==> src/rtl/vx_hpdcache_req_arbiter_if.sv <==
// Bus interfaces around the HPDCache request arbiter.
//   vx_core_req_if : NUM_REQS packed request lanes plus the shared response return.
//                    master = core-side requesters, slave = arbiter.
//   vx_hpd_req_if  : single HPDCache request/response port.
//                    master = arbiter, slave = HPDCache adapter.
//                    TAG_WIDTH here is the extended tag width (lane tag + lane index).

interface vx_core_req_if #(
  parameter int unsigned NUM_REQS   = 4,
  parameter int unsigned ADDR_WIDTH = 32,
  parameter int unsigned DATA_WIDTH = 32,
  parameter int unsigned TAG_WIDTH  = 8
);
  logic [NUM_REQS-1:0]            req_valid;
  logic [NUM_REQS-1:0]            req_ready;
  logic [NUM_REQS*ADDR_WIDTH-1:0] req_addr;
  logic [NUM_REQS-1:0]            req_rw;
  logic [NUM_REQS*DATA_WIDTH-1:0] req_data;
  logic [NUM_REQS*TAG_WIDTH-1:0]  req_tag;
  logic [NUM_REQS-1:0]            rsp_valid;
  logic [DATA_WIDTH-1:0]          rsp_data;
  logic [TAG_WIDTH-1:0]           rsp_tag;

  modport master (
    output req_valid, req_addr, req_rw, req_data, req_tag,
    input  req_ready, rsp_valid, rsp_data, rsp_tag
  );

  modport slave (
    input  req_valid, req_addr, req_rw, req_data, req_tag,
    output req_ready, rsp_valid, rsp_data, rsp_tag
  );
endinterface

interface vx_hpd_req_if #(
  parameter int unsigned ADDR_WIDTH = 32,
  parameter int unsigned DATA_WIDTH = 32,
  parameter int unsigned TAG_WIDTH  = 10
);
  logic                  hpd_req_valid;
  logic                  hpd_req_ready;
  logic [ADDR_WIDTH-1:0] hpd_req_addr;
  logic                  hpd_req_rw;
  logic [DATA_WIDTH-1:0] hpd_req_data;
  logic [TAG_WIDTH-1:0]  hpd_req_tag;
  logic                  hpd_rsp_valid;
  logic [DATA_WIDTH-1:0] hpd_rsp_data;
  logic [TAG_WIDTH-1:0]  hpd_rsp_tag;

  modport master (
    output hpd_req_valid, hpd_req_addr, hpd_req_rw, hpd_req_data, hpd_req_tag,
    input  hpd_req_ready, hpd_rsp_valid, hpd_rsp_data, hpd_rsp_tag
  );

  modport slave (
    input  hpd_req_valid, hpd_req_addr, hpd_req_rw, hpd_req_data, hpd_req_tag,
    output hpd_req_ready, hpd_rsp_valid, hpd_rsp_data, hpd_rsp_tag
  );
endinterface

==> src/rtl/vx_hpdcache_req_arbiter.sv <==
// Round-robin arbiter sharing one HPDCache request port among NUM_REQS lanes.
// Request tags are extended with the lane index; responses are routed back by
// that index with zero latency. Outstanding requests are counted, and cache
// flushes are sequenced as block -> drain -> flush command -> wait for done.
// Ports:
//   clk, reset_n     clock, asynchronous active-low reset
//   core             lane requests in / lane responses out (vx_core_req_if.slave)
//   hpd              HPDCache request out / response in (vx_hpd_req_if.master)
//   flush_req        flush request, honoured only while idle
//   flush_busy       high whenever a flush sequence is in progress
//   hpd_flush_valid  one-cycle flush command toward the cache
//   hpd_flush_done   flush completion pulse from the cache

module vx_hpdcache_req_arbiter #(
  parameter int unsigned NUM_REQS        = 4,
  parameter int unsigned ADDR_WIDTH      = 32,
  parameter int unsigned DATA_WIDTH      = 32,
  parameter int unsigned TAG_WIDTH       = 8,
  parameter int unsigned MAX_OUTSTANDING = 16
) (
  input  logic              clk,
  input  logic              reset_n,
  vx_core_req_if.slave      core,
  vx_hpd_req_if.master      hpd,
  input  logic              flush_req,
  output logic              flush_busy,
  output logic              hpd_flush_valid,
  input  logic              hpd_flush_done
);

  localparam int unsigned IW = $clog2(NUM_REQS);
  localparam int unsigned CW = $clog2(MAX_OUTSTANDING + 1);

  typedef enum logic [1:0] {
    ST_IDLE,
    ST_DRAIN,
    ST_FLUSH,
    ST_WAIT
  } state_t;

  state_t          state_q, state_d;
  logic [IW-1:0]   rr_ptr_q;
  logic [CW-1:0]   outstanding_q;
  logic            lock_q;
  logic [IW-1:0]   lock_idx_q;

  logic            search_vld;
  logic [IW-1:0]   search_idx;
  int unsigned     cand;
  logic [IW-1:0]   grant_idx;
  int unsigned     gi;
  logic            any_valid;
  logic            can_issue;
  logic            fire;
  logic [IW-1:0]   rsp_idx;
  int unsigned     ri;

  // First valid lane at or after rr_ptr, wrapping.
  always_comb begin
    search_vld = 1'b0;
    search_idx = '0;
    cand       = 0;
    for (int unsigned k = 0; k < NUM_REQS; k++) begin
      cand = (int'(rr_ptr_q) + k) % NUM_REQS;
      if (!search_vld && core.req_valid[cand]) begin
        search_vld = 1'b1;
        search_idx = IW'(cand);
      end
    end
  end

  // A lane that was offered but not accepted keeps the grant while it stays
  // valid, so a lane becoming valid ahead of it cannot change the fields
  // presented to the cache mid-handshake.
  assign grant_idx = (lock_q && core.req_valid[lock_idx_q]) ? lock_idx_q : search_idx;
  assign gi        = int'(grant_idx);
  assign any_valid = |core.req_valid;

  // reset_n is folded in so nothing is presented while reset is held, even
  // though IDLE would otherwise allow issue.
  assign can_issue = reset_n && (state_q == ST_IDLE) && !flush_req &&
                     (outstanding_q < CW'(MAX_OUTSTANDING));
  assign fire      = hpd.hpd_req_valid && hpd.hpd_req_ready;

  always_comb begin
    hpd.hpd_req_valid = can_issue && any_valid;
    hpd.hpd_req_addr  = '0;
    hpd.hpd_req_rw    = 1'b0;
    hpd.hpd_req_data  = '0;
    hpd.hpd_req_tag   = '0;
    core.req_ready    = '0;
    if (reset_n) begin
      hpd.hpd_req_addr = core.req_addr[gi*ADDR_WIDTH +: ADDR_WIDTH];
      hpd.hpd_req_rw   = core.req_rw[gi];
      hpd.hpd_req_data = core.req_data[gi*DATA_WIDTH +: DATA_WIDTH];
      hpd.hpd_req_tag  = {grant_idx, core.req_tag[gi*TAG_WIDTH +: TAG_WIDTH]};
    end
    if (can_issue && any_valid && hpd.hpd_req_ready) begin
      core.req_ready[gi] = 1'b1;
    end
  end

  // Response routing, zero latency; out-of-range indices are dropped.
  assign rsp_idx = hpd.hpd_rsp_tag[TAG_WIDTH+IW-1:TAG_WIDTH];
  assign ri      = int'(rsp_idx);

  always_comb begin
    core.rsp_valid = '0;
    core.rsp_data  = '0;
    core.rsp_tag   = '0;
    if (reset_n) begin
      core.rsp_data = hpd.hpd_rsp_data;
      core.rsp_tag  = hpd.hpd_rsp_tag[TAG_WIDTH-1:0];
      if (hpd.hpd_rsp_valid && (ri < NUM_REQS)) begin
        core.rsp_valid[ri] = 1'b1;
      end
    end
  end

  always_ff @(posedge clk or negedge reset_n) begin
    if (!reset_n) begin
      rr_ptr_q      <= '0;
      outstanding_q <= '0;
      lock_q        <= 1'b0;
      lock_idx_q    <= '0;
    end else begin
      if (fire) begin
        rr_ptr_q <= (gi == NUM_REQS - 1) ? '0 : grant_idx + IW'(1);
      end
      if (fire && !hpd.hpd_rsp_valid) begin
        outstanding_q <= outstanding_q + CW'(1);
      end else if (!fire && hpd.hpd_rsp_valid && (outstanding_q != '0)) begin
        outstanding_q <= outstanding_q - CW'(1);
      end
      lock_q     <= hpd.hpd_req_valid && !hpd.hpd_req_ready;
      lock_idx_q <= grant_idx;
    end
  end

  always_ff @(posedge clk or negedge reset_n) begin
    if (!reset_n) begin
      state_q <= ST_IDLE;
    end else begin
      state_q <= state_d;
    end
  end

  always_comb begin
    state_d         = state_q;
    flush_busy      = (state_q != ST_IDLE);
    hpd_flush_valid = 1'b0;
    case (state_q)
      ST_IDLE:  if (flush_req) state_d = ST_DRAIN;
      ST_DRAIN: if (outstanding_q == '0) state_d = ST_FLUSH;
      ST_FLUSH: begin
        hpd_flush_valid = 1'b1;
        state_d         = ST_WAIT;
      end
      ST_WAIT:  if (hpd_flush_done) state_d = ST_IDLE;
      default:  state_d = ST_IDLE;
    endcase
  end

endmodule

==> src/flat_wrapper.sv <==
// flat-port wrapper written by rule: the top's interface ports become plain ports
module vx_hpdcache_req_arbiter_flat 
#(
  parameter int unsigned NUM_REQS        = 4,
  parameter int unsigned ADDR_WIDTH      = 32,
  parameter int unsigned DATA_WIDTH      = 32,
  parameter int unsigned TAG_WIDTH       = 8,
  parameter int unsigned MAX_OUTSTANDING = 16
)
  (clk, reset_n, flush_req, flush_busy, hpd_flush_valid, hpd_flush_done, core_req_valid, core_req_addr, core_req_rw, core_req_data, core_req_tag, core_req_ready, core_rsp_valid, core_rsp_data, core_rsp_tag, hpd_hpd_req_valid, hpd_hpd_req_addr, hpd_hpd_req_rw, hpd_hpd_req_data, hpd_hpd_req_tag, hpd_hpd_req_ready, hpd_hpd_rsp_valid, hpd_hpd_rsp_data, hpd_hpd_rsp_tag);
  vx_core_req_if #(.NUM_REQS(NUM_REQS), .ADDR_WIDTH(ADDR_WIDTH), .DATA_WIDTH(DATA_WIDTH), .TAG_WIDTH(TAG_WIDTH)) core_i ();
  vx_hpd_req_if #(.ADDR_WIDTH(ADDR_WIDTH), .DATA_WIDTH(DATA_WIDTH), .TAG_WIDTH(TAG_WIDTH)) hpd_i ();
  input  logic clk;
  input  logic reset_n;
  input  logic flush_req;
  output logic flush_busy;
  output logic hpd_flush_valid;
  input  logic hpd_flush_done;
  input wire logic [$bits(core_i.req_valid)-1:0] core_req_valid;
  input wire logic [$bits(core_i.req_addr)-1:0] core_req_addr;
  input wire logic [$bits(core_i.req_rw)-1:0] core_req_rw;
  input wire logic [$bits(core_i.req_data)-1:0] core_req_data;
  input wire logic [$bits(core_i.req_tag)-1:0] core_req_tag;
  output wire logic [$bits(core_i.req_ready)-1:0] core_req_ready;
  output wire logic [$bits(core_i.rsp_valid)-1:0] core_rsp_valid;
  output wire logic [$bits(core_i.rsp_data)-1:0] core_rsp_data;
  output wire logic [$bits(core_i.rsp_tag)-1:0] core_rsp_tag;
  output wire logic [$bits(hpd_i.hpd_req_valid)-1:0] hpd_hpd_req_valid;
  output wire logic [$bits(hpd_i.hpd_req_addr)-1:0] hpd_hpd_req_addr;
  output wire logic [$bits(hpd_i.hpd_req_rw)-1:0] hpd_hpd_req_rw;
  output wire logic [$bits(hpd_i.hpd_req_data)-1:0] hpd_hpd_req_data;
  output wire logic [$bits(hpd_i.hpd_req_tag)-1:0] hpd_hpd_req_tag;
  input wire logic [$bits(hpd_i.hpd_req_ready)-1:0] hpd_hpd_req_ready;
  input wire logic [$bits(hpd_i.hpd_rsp_valid)-1:0] hpd_hpd_rsp_valid;
  input wire logic [$bits(hpd_i.hpd_rsp_data)-1:0] hpd_hpd_rsp_data;
  input wire logic [$bits(hpd_i.hpd_rsp_tag)-1:0] hpd_hpd_rsp_tag;
  assign core_i.req_valid = core_req_valid;
  assign core_i.req_addr = core_req_addr;
  assign core_i.req_rw = core_req_rw;
  assign core_i.req_data = core_req_data;
  assign core_i.req_tag = core_req_tag;
  assign core_req_ready = core_i.req_ready;
  assign core_rsp_valid = core_i.rsp_valid;
  assign core_rsp_data = core_i.rsp_data;
  assign core_rsp_tag = core_i.rsp_tag;
  assign hpd_hpd_req_valid = hpd_i.hpd_req_valid;
  assign hpd_hpd_req_addr = hpd_i.hpd_req_addr;
  assign hpd_hpd_req_rw = hpd_i.hpd_req_rw;
  assign hpd_hpd_req_data = hpd_i.hpd_req_data;
  assign hpd_hpd_req_tag = hpd_i.hpd_req_tag;
  assign hpd_i.hpd_req_ready = hpd_hpd_req_ready;
  assign hpd_i.hpd_rsp_valid = hpd_hpd_rsp_valid;
  assign hpd_i.hpd_rsp_data = hpd_hpd_rsp_data;
  assign hpd_i.hpd_rsp_tag = hpd_hpd_rsp_tag;
  vx_hpdcache_req_arbiter #(.NUM_REQS(NUM_REQS), .ADDR_WIDTH(ADDR_WIDTH), .DATA_WIDTH(DATA_WIDTH), .TAG_WIDTH(TAG_WIDTH), .MAX_OUTSTANDING(MAX_OUTSTANDING)) u_core (.clk(clk), .reset_n(reset_n), .core(core_i), .hpd(hpd_i), .flush_req(flush_req), .flush_busy(flush_busy), .hpd_flush_valid(hpd_flush_valid), .hpd_flush_done(hpd_flush_done));
endmodule
==> config.mk <==
export PLATFORM = sky130hd
export DESIGN_NAME = vx_hpdcache_req_arbiter_flat
export DESIGN_NICKNAME = d
export VERILOG_FILES = /design/src/rtl/vx_hpdcache_req_arbiter_if.sv /design/src/rtl/vx_hpdcache_req_arbiter.sv /design/src/flat_wrapper.sv
export SDC_FILE = /design/constraint.sdc
export NUM_CORES = 1
export LEC_CHECK = 0
export CAP_MARGIN = 20
export CORE_AREA = 4 4 177 179
export DETAILED_ROUTE_END_ITERATION = 10
export DIE_AREA = 0 0 181 183
export GPL_TIMING_DRIVEN = 1
export RECOVER_POWER = 50
export SETUP_SLACK_MARGIN = 0.1
export SYNTH_ARGS = -nofsm -noshare
export SYNTH_HDL_FRONTEND = slang
export SYNTH_SLANG_ARGS = --single-unit
==> constraint.sdc <==
create_clock -name clk -period 3.1 [get_ports clk]
set_input_delay 0.465 -clock clk [delete_from_list [all_inputs] [get_ports clk]]
set_output_delay 0.465 -clock clk [all_outputs]
set_load 0.1 [all_outputs]
==> flow_summary.yaml <==
placed_design:
  io_buffers: 461
  place.gp.congestion: 0.903
  placedInstanceArea_mm2: 0.0106
  dp_hpwl_mm: 21.2
  post-place-ws_ns: -0.282
  place_inst: 1269
worst_setup_path:
  cp-start-kind: "flip-flop"
  slowest_stage: "dfrtp_2"
  arrival_ns: 2.60
  path_buf_inv: 5
  cp.required_ns: 2.63
  path_cells: "mux2_4 > a22oi_4 > mux2i_4 > buf_12 > buf_12 > buf_16 > buf_12 > mux2i_2 > o22ai_2 > buf_12"
  crit_top_cell: "buf_12"
  cp_slowest_stage_delay_ns: 0.43
  crit_path_end_kind: "output port"
  path_class: "reg2out"
  r2r_cells: 11
  timing.rr.end: "u_core.outstanding_q[4]$_DFFE_PN0P_"
  r2r_setup_slack_ns: 0.50
  critPathMaxFanout: 7
  r2r_start: "u_core.state_q[0]$_DFFE_PN0P_"
  crit_family: "multiplexers"
global_routing:
  grt_first_pass_wirelength_mm: 34.6
  grt_pass1_vias: 5664
  gr-total-overflow: 0
  grt_usage_pct: 13.4
  grt_max_degree: 53
  antenna_found_initial: 0
clock_tree:
  cts_hold_buf: 0
  path_clk_slew_ns: 0.04
  root_buffer: "clkbuf_16"
  cts_sinks: 12
  cts_tree: "built"
  insertion_delay_ns: 0.24
  cts_buffers: 3
  htreeDepth: 1
  ctsLongestPathBuffers: 2
logic_synthesis:
  yosysSeqAreaShare_pct: 8.81
  synth_edf_count: 0
  ys_seq_elements: 12
  yosys.cell_types.count: 43
  synth_flop_cell: "dfrtp_1"
  yosys_warnings: 0
  synth_cells: 394
  async_flop_share_pct: 100
  syn_area_mm2: 0.00341
  syn_area_per_cell_um2: 8.65
min_path:
  hp-start: "u_core.outstanding_q[4]$_DFFE_PN0P_"
  worstHoldPathCells: 1
  min_to: "u_core.outstanding_q[4]$_DFFE_PN0P_"
  hp-class: "reg2reg"
timing:
  fin_crit_sh_pct: 98.9
  slew_violations: 0
  fin_hold_ws_ns: 0.501
  period_needed_ns: 3.07
  clock_skew_ns: 0.00281
  setup_violations: 0
  worst_slack_ns: 0.0329
  rsz0062_at_grt: "yes"
  timing.fmax_ghz: 0.326
  hold_viol: 0
  tightest_slew_ns: 1.20
  timing.slew.headroom_pct: 20.1
floorplan:
  dieArea_mm2: 0.0331
  floorplan.initialDensity_pct: 11.5
  die_height_um: 183
  die_w_um: 181
  io_pins: 466
  core_area_mm2: 0.0296
  num_rows: 63
run:
  drv_cap: 0
cells_and_area:
  stdcell_count: 1293
  final_nets: 1260
  design_area_mm2: 0.0119
  area_delta_synth_final_pct: 249
  fin_util_pct: 40.2
  nFillCells: 2774
  drive_gt1_share_pct: 45.5
route:
  dr.pass1.iters: 4
  drc: 0
  wl_per_cell_um: 19.6
  drtIter0Drc: 91
  antenna_left: 0
  viasPerCell: 4.06
  routed_wl_mm: 25.4
  vias: 5246
power_and_ir_drop:
  leakagePower_nw: 4.56
  ir_drop_mv: 0.311
  p_per_area_mw_per_mm2: 692
run_status:
  outcome: "complete, no violations"
-- final cells by class --
type,instances,area [µm²],area share [%]
sequential,12,303,2.54
multi-input combinational,332,4090,34.4
timing repair buffer,541,6880,57.8
inverter,14,57.6,0.484
antenna,1,2.50,0.0210
clock buffer,3,75.1,0.631
tap,390,488,4.10
-- cell usage after synthesis, types with 2 or more instances --
cell type / n / area share, %
a21o_1: 2 / 0.44
buf_6: 13 / 4.3
mux2_1: 3 / 0.99
mux2i_1: 148 / 43
nor3_1: 3 / 0.44
nor2b_1: 2 / 0.37
buf_2: 3 / 0.44
and3_1: 5 / 0.92
buf_4: 4 / 0.88
nor2_1: 2 / 0.22
a21oi_1: 6 / 0.88
ha_1: 13 / 4.8
inv_1: 13 / 1.4
xor2_1: 2 / 0.51
nand2_1: 4 / 0.44
dfrtp_1: 12 / 8.8
o22ai_1: 73 / 13
clkbuf_1: 18 / 2.0
xnor2_1: 2 / 0.51
o21ai_1: 2 / 0.29
and2_1: 42 / 7.7
-- kinds of logic (layout without fill, tap and decap cells) --
family | Yosys count | count (layout) | share of synthesized area (%)
buffers and inverters | 53 | 558 | 9.58
xor gates and xnor gates | 4 | 4 | 1.03
muxes | 154 | 154 | 45.9
AOI/OAI and AO/OA | 89 | 89 | 17.1
and+or+nand+nor | 67 | 67 | 12.1
other | 1 | 5 | 0.110
adders and majority gates | 14 | 14 | 5.36
DFF | 12 | 12 | 8.81
-- worst max-delay path by stage --
stage | from | endpoint | slack, ns | depth (start not counted)
2_1_floorplan | core_req_valid[0] | hpd_hpd_req_addr[0] | 0.04 | 5
3_5_place_dp | core_req_valid[0] | hpd_hpd_req_addr[31] | -0.28 | 9
5_1_grt | u_core.lock_idx_q[0]$_DFF_PN0_ | hpd_hpd_req_addr[8] | -0.05 | 10
4_1_cts | u_core.lock_idx_q[0]$_DFF_PN0_ | hpd_hpd_req_data[22] | 0.02 | 10
3_3_place_gp | core_req_valid[0] | hpd_hpd_req_addr[31] | -0.26 | 9
6_report | u_core.lock_idx_q[0]$_DFF_PN0_ | hpd_hpd_req_addr[8] | 0.03 | 10
-- through the flow --
step                power, W  setup TNS [ns]
finish               0.00824               0
global route         0.00853          -0.959
CTS                  0.00761               0
detailed placement   0.00695          -11.41
global placement     0.00690           -8.51
floorplan            0.00437               0
-- state kept, by name, summed over array words and instances, names as in the netlist --
register / cells
u_core.outstanding_q: 5
u_core.lock_q: 1
u_core.state_q: 2
u_core.rr_ptr_q: 2
u_core.lock_idx_q: 2
-- placed cells by master (no fill, tap or decap), types with 2 or more instances in the layout --
cell | Yosys | layout
o22ai_4 | 0 | 6
dfrtp_2 | 0 | 2
xor2_1 | 2 | 2
mux2_1 | 3 | 3
buf_12 | 0 | 140
ha_1 | 13 | 11
mux2i_1 | 148 | 30
mux2i_4 | 1 | 35
clkdlybuf4s50_1 | 0 | 336
clkbuf_16 | 0 | 7
a21oi_1 | 6 | 5
nor3_1 | 3 | 3
clkbuf_1 | 18 | 5
buf_16 | 0 | 5
buf_8 | 1 | 5
conb_1 | 1 | 4
clkdlybuf4s15_2 | 0 | 2
buf_4 | 4 | 33
mux2_4 | 1 | 2
nand2_1 | 4 | 4
nor2_1 | 2 | 2
o22ai_2 | 0 | 67
and3_4 | 0 | 2
inv_1 | 13 | 13
mux2i_2 | 0 | 84
nor2b_1 | 2 | 2
and3_2 | 0 | 2
a21o_1 | 2 | 2
buf_6 | 13 | 7
xnor2_1 | 2 | 2
dfrtp_1 | 12 | 10
and2_1 | 42 | 41
ha_4 | 0 | 2
-- power by group --
| group | internal, W | switching [W] |
|---|---|---|
| clock network | 0.000168 | 0.0000635 |
| registers | 0.000230 | 0.0000708 |
| logic | 0.00345 | 0.00425 |
| total | 0.00385 | 0.00439 |
-- metal layers --
metal	vias to the layer above	global-route usage, %	share of wire [%]	wire (µm)
met1	2429	15.6	38	9590
met2	278	25.4	53	13500
met4	0	2.61	1.9	474
li1	2513	-	-	-
met5	-	0	0	0
met3	26	2.82	7.2	1830
-- timing repair --
action / in CTS / in global routing
setup endpoints to repair: 77 / 77
gates resized for setup: 67 / 152
setup buffers: 6 / 7
gates cloned: 3 / 4
pin swaps: 21 / 25
Note: power is estimated with default switching activity, not from simulation.
